`src/rtl/video_pattern_gen.sv`:
```
// video_pattern_gen: parametrised raster timing and test-pattern source.
// Ports: clk_pix, rst_n (async, active-low), mode_in[2:0] -> sx, sy, de,
//   hsync, vsync, frame_start, rgb {R,G,B}; all registered, 1 clk after cx/cy.
// Option: define VIDEO_PATTERN_BORDER_EN for a white 1-pixel border
//   drawn over every mode except black.
module video_pattern_gen #(
   parameter int H_ACTIVE = 640,
   parameter int H_FP     = 16,
   parameter int H_SYNC   = 96,
   parameter int H_BP     = 48,
   parameter int V_ACTIVE = 480,
   parameter int V_FP     = 10,
   parameter int V_SYNC   = 2,
   parameter int V_BP     = 33,
   parameter bit HS_POL   = 1'b0,
   parameter bit VS_POL   = 1'b0,
   parameter int CORDW    = 10,
   parameter int COLW     = 8,
   parameter int Q_SIZE   = 32,
   parameter int Q_SPEED  = 4
) (
   input  logic              clk_pix,
   input  logic              rst_n,
   input  logic [2:0]        mode_in,
   output logic [CORDW-1:0]  sx,
   output logic [CORDW-1:0]  sy,
   output logic              de,
   output logic              hsync,
   output logic              vsync,
   output logic              frame_start,
   output logic [3*COLW-1:0] rgb
);

   localparam int H_TOTAL = H_ACTIVE + H_FP + H_SYNC + H_BP;
   localparam int V_TOTAL = V_ACTIVE + V_FP + V_SYNC + V_BP;
   localparam int BAR_W   = H_ACTIVE / 8;

   localparam logic [CORDW-1:0] H_A  = CORDW'(H_ACTIVE);
   localparam logic [CORDW-1:0] H_L  = CORDW'(H_TOTAL - 1);
   localparam logic [CORDW-1:0] HS_S = CORDW'(H_ACTIVE + H_FP);
   localparam logic [CORDW-1:0] HS_L = CORDW'(H_ACTIVE + H_FP + H_SYNC - 1);
   localparam logic [CORDW-1:0] V_A  = CORDW'(V_ACTIVE);
   localparam logic [CORDW-1:0] V_L  = CORDW'(V_TOTAL - 1);
   localparam logic [CORDW-1:0] VS_S = CORDW'(V_ACTIVE + V_FP);
   localparam logic [CORDW-1:0] VS_L = CORDW'(V_ACTIVE + V_FP + V_SYNC - 1);
   localparam logic [CORDW-1:0] BW   = CORDW'(BAR_W);

   // One extra bit so q+speed and q+size never wrap.
   localparam logic [CORDW:0] QS   = (CORDW+1)'(Q_SIZE);
   localparam logic [CORDW:0] QV   = (CORDW+1)'(Q_SPEED);
   localparam logic [CORDW:0] LIMX = (CORDW+1)'(H_ACTIVE - Q_SIZE);
   localparam logic [CORDW:0] LIMY = (CORDW+1)'(V_ACTIVE - Q_SIZE);

   logic [CORDW-1:0] cx, cy;
   logic [CORDW-1:0] qx, qy;
   logic             dx_neg, dy_neg;
   logic [2:0]       mode_q, mode_e;
   logic             origin;

   logic             de_c, hs_c, vs_c, in_sq;
   logic [7:0]       x8, y8;
   logic [2:0]       bar;
   logic [COLW-1:0]  r, g, b;

   function automatic logic [COLW-1:0] ext(input logic [7:0] v);
      return COLW'(v) << (COLW - 8);
   endfunction

   // Returns {dir_neg, q} after one animation step on one axis.
   function automatic logic [CORDW:0] bounce(
      input logic [CORDW-1:0] q,
      input logic             neg,
      input logic [CORDW:0]   lim
   );
      logic [CORDW:0] qe, nq;
      logic           nn;
      qe = {1'b0, q};
      nq = qe;
      nn = neg;
      if (!neg) begin
         if (qe + QV > lim) begin
            nq = lim;
            nn = 1'b1;
         end else begin
            nq = qe + QV;
         end
      end else begin
         if (qe < QV) begin
            nq = '0;
            nn = 1'b0;
         end else begin
            nq = qe - QV;
         end
      end
      return {nn, nq[CORDW-1:0]};
   endfunction

   assign origin = (cx == '0) && (cy == '0);
   // The frame-start pixel already uses the newly latched mode.
   assign mode_e = origin ? mode_in : mode_q;

   always_ff @(posedge clk_pix or negedge rst_n) begin
      if (!rst_n) begin
         cx <= '0;
         cy <= '0;
      end else if (cx == H_L) begin
         cx <= '0;
         cy <= (cy == V_L) ? '0 : cy + 1'b1;
      end else begin
         cx <= cx + 1'b1;
      end
   end

   always_ff @(posedge clk_pix or negedge rst_n) begin
      if (!rst_n) begin
         mode_q <= '0;
      end else if (origin) begin
         mode_q <= mode_in;
      end
   end

   // Square moves once per frame, just after the last active line.
   always_ff @(posedge clk_pix or negedge rst_n) begin
      if (!rst_n) begin
         qx     <= '0;
         qy     <= '0;
         dx_neg <= 1'b0;
         dy_neg <= 1'b0;
      end else if (cx == '0 && cy == V_A) begin
         {dx_neg, qx} <= bounce(qx, dx_neg, LIMX);
         {dy_neg, qy} <= bounce(qy, dy_neg, LIMY);
      end
   end

   always_comb begin
      de_c  = (cx < H_A) && (cy < V_A);
      hs_c  = (cx >= HS_S) && (cx <= HS_L);
      vs_c  = (cy >= VS_S) && (cy <= VS_L);
      x8    = 8'(cx);
      y8    = 8'(cy);
      bar   = 3'(cx / BW);
      in_sq = ({1'b0, cx} >= {1'b0, qx}) &&
              ({1'b0, cx} <  {1'b0, qx} + QS) &&
              ({1'b0, cy} >= {1'b0, qy}) &&
              ({1'b0, cy} <  {1'b0, qy} + QS);
      r = '0;
      g = '0;
      b = '0;
      unique case (1'b1)
         (mode_e == 3'd1): begin
            // W,Y,C,G,M,R,B,K: each channel is one inverted index bit.
            r = {COLW{~bar[1]}};
            g = {COLW{~bar[2]}};
            b = {COLW{~bar[0]}};
         end
         (mode_e == 3'd2): begin
            r = {COLW{x8[5] ^ y8[5]}};
            g = r;
            b = r;
         end
         (mode_e == 3'd3): begin
            r = ext(x8);
            g = ext(y8);
            b = ext(x8 ^ y8);
         end
         (mode_e == 3'd4): begin
            r = {COLW{in_sq}};
            g = {COLW{in_sq}};
            b = '1;
         end
         (mode_e == 3'd5): begin
            r = ext({x8[5:0] & {6{y8[4:3] == ~x8[4:3]}}, 2'b00});
            g = ext(x8 & {8{y8[6]}});
            b = ext(y8);
         end
         default: ;
      endcase
`ifdef VIDEO_PATTERN_BORDER_EN
      if ((mode_e inside {[3'd1:3'd5]}) &&
          (cx == '0 || cx == H_A - 1'b1 ||
           cy == '0 || cy == V_A - 1'b1)) begin
         r = '1;
         g = '1;
         b = '1;
      end
`endif
      if (!de_c) begin
         r = '0;
         g = '0;
         b = '0;
      end
   end

   always_ff @(posedge clk_pix or negedge rst_n) begin
      if (!rst_n) begin
         sx          <= '0;
         sy          <= '0;
         de          <= 1'b0;
         hsync       <= ~HS_POL;
         vsync       <= ~VS_POL;
         frame_start <= 1'b0;
         rgb         <= '0;
      end else begin
         sx          <= cx;
         sy          <= cy;
         de          <= de_c;
         hsync       <= hs_c ? HS_POL : ~HS_POL;
         vsync       <= vs_c ? VS_POL : ~VS_POL;
         frame_start <= origin;
         rgb         <= {r, g, b};
      end
   end

endmodule
```
`config.mk`:
```
export PLATFORM = sky130hd
export DESIGN_NAME = video_pattern_gen
export DESIGN_NICKNAME = d
export VERILOG_FILES = /design/src/rtl/video_pattern_gen.sv
export SDC_FILE = /design/constraint.sdc
export NUM_CORES = 1
export LEC_CHECK = 0
export CORE_MARGIN = 3
export CORE_UTILIZATION = 39
export CTS_CLUSTER_DIAMETER = 80
export DETAILED_ROUTE_END_ITERATION = 16
export GPL_ROUTABILITY_DRIVEN = 0
export HOLD_SLACK_MARGIN = 0.1
export PLACE_DENSITY_LB_ADDON = 0.2
export SETUP_SLACK_MARGIN = 0.02
export SLEW_MARGIN = 20
export SYNTH_ARGS = -nofsm -noshare
export SYNTH_HDL_FRONTEND = slang
export SYNTH_SLANG_ARGS = --single-unit
export TNS_END_PERCENT = 10
```
`constraint.sdc`:
```
create_clock -name clk_pix -period 2.6 [get_ports clk_pix]
set_input_delay 0.52 -clock clk_pix [delete_from_list [all_inputs] [get_ports clk_pix]]
set_output_delay 0.52 -clock clk_pix [all_outputs]
set_load 0.05 [all_outputs]
```
[After elaboration in Yosys (flattened, before gate mapping)]
Index checks and enable logic that the tools add are counted.
Word-level totals
  output and inout bits: 48
  register bits after elaboration: 93
Cells by class
  magnitude comparators: 14
  reduce and logical (&&, ||, !) cells: 10
  bitwise logic cells: 8
  mux-type cells: 23
  eq/ne operators: 9
  divide/modulo/power cells: 1
  $add $sub $neg: 8
Operators with widths (number)
  $pmux W8 S5: 3
  $mux W10: 8
  $mux W8: 3
  $add A10 B3 Y11 const B: 2
  $add A10 B6 Y11 const B: 2
  $lt A10 B11 Y1: 2
  $add A10 B1 Y10 const B: 2
  $eq A10 B10 Y1 const B: 2
  $ge A10 B10 Y1: 2
  $logic_not A10 Y1: 2
  $lt A10 B3 Y1 const B: 2
  $sub A10 B3 Y10 const B: 2
  $gt A11 B10 Y1 const B: 1
  $gt A11 B9 Y1 const B: 1
  $div A10 B7 Y10 const B: 1
  $eq A10 B9 Y1 const B: 1
  $ge A10 B10 Y1 const B: 1
  $ge A10 B9 Y1 const B: 1
  $le A10 B10 Y1 const B: 1
  $le A10 B9 Y1 const B: 1
  $lt A10 B10 Y1 const B: 1
  $lt A10 B9 Y1 const B: 1
  $and A8 B8 Y8: 1
  $logic_and A1 B1 Y1: 8
  11 further kinds: 22

[Longest topological paths before layout]
  word-level depth: 7
  mapped depth: 12

[Worst setup path before layout]
OpenSTA, ideal clock, no wires.
  path type: register to register
  start: register qy[5]
  end: register rgb[14]
  setup time: 0.083 ns
  cell stages (with the launch flop): 13
  clock period less this slack: 2.552 ns
  setup slack: 0.048 ns
  buffers on the path: 2
  arrival: 2.469 ns
  data required time: 2.517 ns
  path through: dfrtp_1 -> buf_2 -> inv_1 -> ha_1 -> inv_1 -> ha_1 -> a21o_1 -> a2111oi_0 -> a21oi_1 -> a211oi_2 -> nand4b_4 -> buf_6 -> a31oi_1
Between the ends
  word-level cells in the longest chain between the ends: 5
  elaborated cells between the ends (all ways): 7
Ends and longest elaborated chain
  from (decl): RTL line 55  | logic [CORDW-1:0] qx, qy;
  from (signal assigned): RTL line 131  | {dy_neg, qy} <= bounce(qy, dy_neg, LIMY);
  $add A10 B6 Y11 or $ge A10 B10 Y1 (tied branches): RTL line 145, 144
  $lt A10 B11 Y1 or $logic_and A1 B1 Y1 (tied branches): RTL line 145, 143
  $logic_and A1 B1 Y1 *: RTL line 144  | ({1'b0, cy} >= {1'b0, qy}) &&
  $pmux W8 S5 *: RTL line 149  | unique case (1'b1)
  $mux W8 *: RTL line 187  | if (!de_c) begin
  net g[6]: RTL line 63  | logic [COLW-1:0] r, g, b;
  to (signal assigned): RTL line 210  | rgb <= {r, g, b};
  to (decl): RTL line 31  | output logic [3*COLW-1:0] rgb
Mark *: on every way through the listed nets, which the timed path passes. The rest lies on a longest branch.
A chain may end at the register's enable or synchronous reset.

[Worst setup path in the final report]
  start: register qy[6]
  end: register rgb[22]
Between the ends
  word-level cells in the longest chain between the ends: 5
  elaborated cells between the ends (all ways): 7
Ends and longest elaborated chain (RTL line)
  $add A10 B6 Y11 or $ge A10 B10 Y1 (tied branches): 145, 144
  $lt A10 B11 Y1 or $logic_and A1 B1 Y1 (tied branches): 145, 143
  $logic_and A1 B1 Y1 *: 144
  $pmux W8 S5 *: 149
  $mux W8 *: 187
  net r[6]: 63
Marks and branches as above.

==> impl_metrics.py <==
metrics = {
    "clock_network": {
        "clock_path_buffers": 2,
        "clk_pin_slew_worst_paths_ps": 70,
        "cts_tree": "done",
        "cts_made_buffers": 9,
        "cts.htree.levels": 3,
        "clkSinkCount": 89,
        "cts_root_buf": "clkbuf_16",
        "hold_buffers": 0,
        "clk_latency_ps": 340,
    },
    "route": {
        "drc_errors": 0,
        "drt-pass1-iter-count": 5,
        "viasPerCell": 5.77,
        "routed_wl_mm": 14.5,
        "via_count": 4902,
        "wl_per_cell_um": 17.0,
        "drtAntennaViolNets": 0,
        "drt_iter0_markers": 417,
    },
    "yosys": {
        "synthDistinctLibCells": 75,
        "synth-seq-cells": 89,
        "syn_nets": 630,
        "syn_inst": 586,
        "synthArstFlopShare": 1.00,
        "synth_flop_cell": "dfrtp_1",
        "synthesis.area_um2": 5560,
        "ys_seq_area_frac": 0.401,
        "synth_edf_count": 0,
        "yosys_warnings": 0,
        "syn_area_per_cell_um2": 9.49,
    },
    "sta": {
        "finalCriticalPeriod_ps": 2630,
        "period_share": 1.01,
        "slew_viol_final": 0,
        "postLayoutSetupSlackWorst_ps": -29.4,
        "slew_headroom": 0.441,
        "setup_violations": 1,
        "skew_ps": 7.29,
        "rsz0062_at_grt": "true",
        "hold_violations": 0,
        "fmax_mhz": 380,
        "tightest_slew_ps": 829,
        "setup_tns_ps": -29.4,
        "worst_hold_slack_ps": 141,
    },
    "job": {
        "maxCapViolCount": 0,
    },
    "final_layout": {
        "final_common_cell": "dfrtp_1",
        "nNetsFinal": 710,
        "area_growth_pct": 24.3,
        "drive_gt1_frac": 0.155,
        "fin_util": 0.496,
        "final_cell_mix": "87 x dfrtp_1, 51 x clkdlybuf4s50_1, 50 x buf_4",
        "num_antenna_cells": 0,
    },
    "pwr": {
        "powerDensity_nw_per_um2": 435,
        "power_w": 0.00300,
        "p_leak_nw": 2.81,
        "peakVddDrop_mv": 0.341,
    },
    "critical_path": {
        "worst-r2r-setup-slack_ps": -30,
        "cp_top_family": "compound AO/OA/AOI/OAI gates",
        "r2r-start": "qy[6]",
        "rr_worst_depth": 10,
        "cp_num_buf_inv": 2,
        "crit_type": "reg -> reg",
        "r2r_end": "rgb[22]",
        "cp_slowest_stage_delay_ps": 390,
        "cp.arrival_ps": 2870,
        "cp.required_ps": 2840,
        "endpoint_kind": "flop",
        "crit_slowest_cell": "dfrtp_1",
        "start_kind": "flop",
        "worstPathCellList": "buf_6 -> ha_4 -> xnor2_1 -> ha_1 -> a2111oi_4 -> a21oi_2 -> a211oi_4 -> buf_4 -> nand4b_4 -> a31oi_1",
        "worstPathMaxFanout": 8,
    },
    "placed_design": {
        "port-buffer-count": 52,
        "pre_cts_ws_ps": 74.6,
        "dp_hpwl_mm": 10.4,
    },
    "grt": {
        "antenna_found_initial": 0,
        "grt.met3_usage": 0.0269,
        "track_usage": 0.180,
        "use_met1": 0.242,
        "grt_max_degree": 56,
        "overflow": 0,
        "grt_pass1_wl_mm": 23.6,
        "grt_use_met2": 0.298,
        "grt_pass1_vias": 4745,
        "grt_busiest_layer": "met2",
    },
    "min_path": {
        "hp-class": "in -> async",
    },
    "die": {
        "start_util": 0.399,
        "num_io_pins": 53,
        "dieArea_um2": 15700,
        "rows": 43,
        "core-area_um2": 13900,
        "die_w_um": 125,
        "die_y_um": 125,
    },
    "status": {
        "status": "finished with violations",
        "violations": "negative setup slack",
    },
}
==> report_power, final <==
part	leakage [nW]	internal, W	switching, W
logic	1.49	0.0000845	0.000184
registers	1.18	0.00141	0.00000953
clock network	0.138	0.000745	0.000568
total	2.81	0.00224	0.000761
==> state kept, by name (all words and copies together), names as in the netlist <==
register / flops
mode_q: 3
de: 1
rgb: 24
hsync: 1
sy: 10
qy: 8
sx: 10
vsync: 1
dx_neg: 1
frame_start: 1
qx: 8
cx: 10
dy_neg: 1
cy: 10
==> Yosys cell counts (all sizes together) (5+ instances only) <==
master	instances	share of area
a21oi	40	0.037
a22oi	9	0.012
a31oi	30	0.035
a32oi	8	0.013
buf	27	0.041
clkbuf	10	0.0067
dfrtp	87	0.39
ha	39	0.088
inv	27	0.018
nand2	44	0.031
nand2b	7	0.0079
nand3	26	0.023
nand4	15	0.022
nor2	35	0.024
nor2b	5	0.0056
nor3	16	0.015
o211ai	6	0.0090
o21a	5	0.0067
o21ai	46	0.041
o22ai	7	0.0079
xnor2	17	0.027
xor2	5	0.0079
==> through the flow <==
step / cell area [µm²] / instances
finish: 6910 / 850
global route: 6910 / 850
CTS: 6740 / 846
detailed placement: 6450 / 831
global placement: 6450 / 831
floorplan: 5560 / 586
==> timing repair <==
| item | 4_1_cts | 5_1_grt |
|---|---|---|
| setup endpoints to repair | 0 | 24 |
| resized for setup | 0 | 22 |
| setup buffers | 0 | 3 |
==> layout make-up <==
class / count / area [µm²]
tap: 180 / 225
sequential: 89 / 2230
inverter: 29 / 109
clock buffer: 9 / 225
timing repair buffer: 105 / 957
fill: 1290 / 7020
clock inverter: 6 / 67.6
multi-input combinational: 432 / 3100
==> routing by layer <==
layer  wire, µm  up-vias
met5          0        -
met4        327        0
met3        603       25
met2       6980      155
met1       6540     2371
li1           -     2351
==> worst max-delay path by stage <==
| stage | startpoint | endpoint | slack, ps | cells after the start |
|---|---|---|---|---|
| 6_report | qy[6] | rgb[22] | -30 | 10 |
| 5_1_grt | qy[6] | rgb[22] | -120 | 11 |
| 4_1_cts | qy[5] | rgb[22] | 30 | 10 |
| 3_5_place_dp | cy[0] | rgb[15] | 70 | 9 |
| 3_3_place_gp | qy[5] | rgb[8] | 100 | 10 |
| 2_1_floorplan | qy[5] | rgb[14] | 50 | 12 |
==> kinds of logic after synthesis <==
kind of cell / after synthesis / synth area share
AOI/OAI and AO/OA: 193 / 0.230
and+or+nand+nor: 176 / 0.177
DFF: 89 / 0.401
buffers and inverters: 66 / 0.0677
adders and majority gates: 39 / 0.0877
xor gates and xnor gates: 22 / 0.0346
muxes: 1 / 0.00180
(Power assumes the default switching activity.)
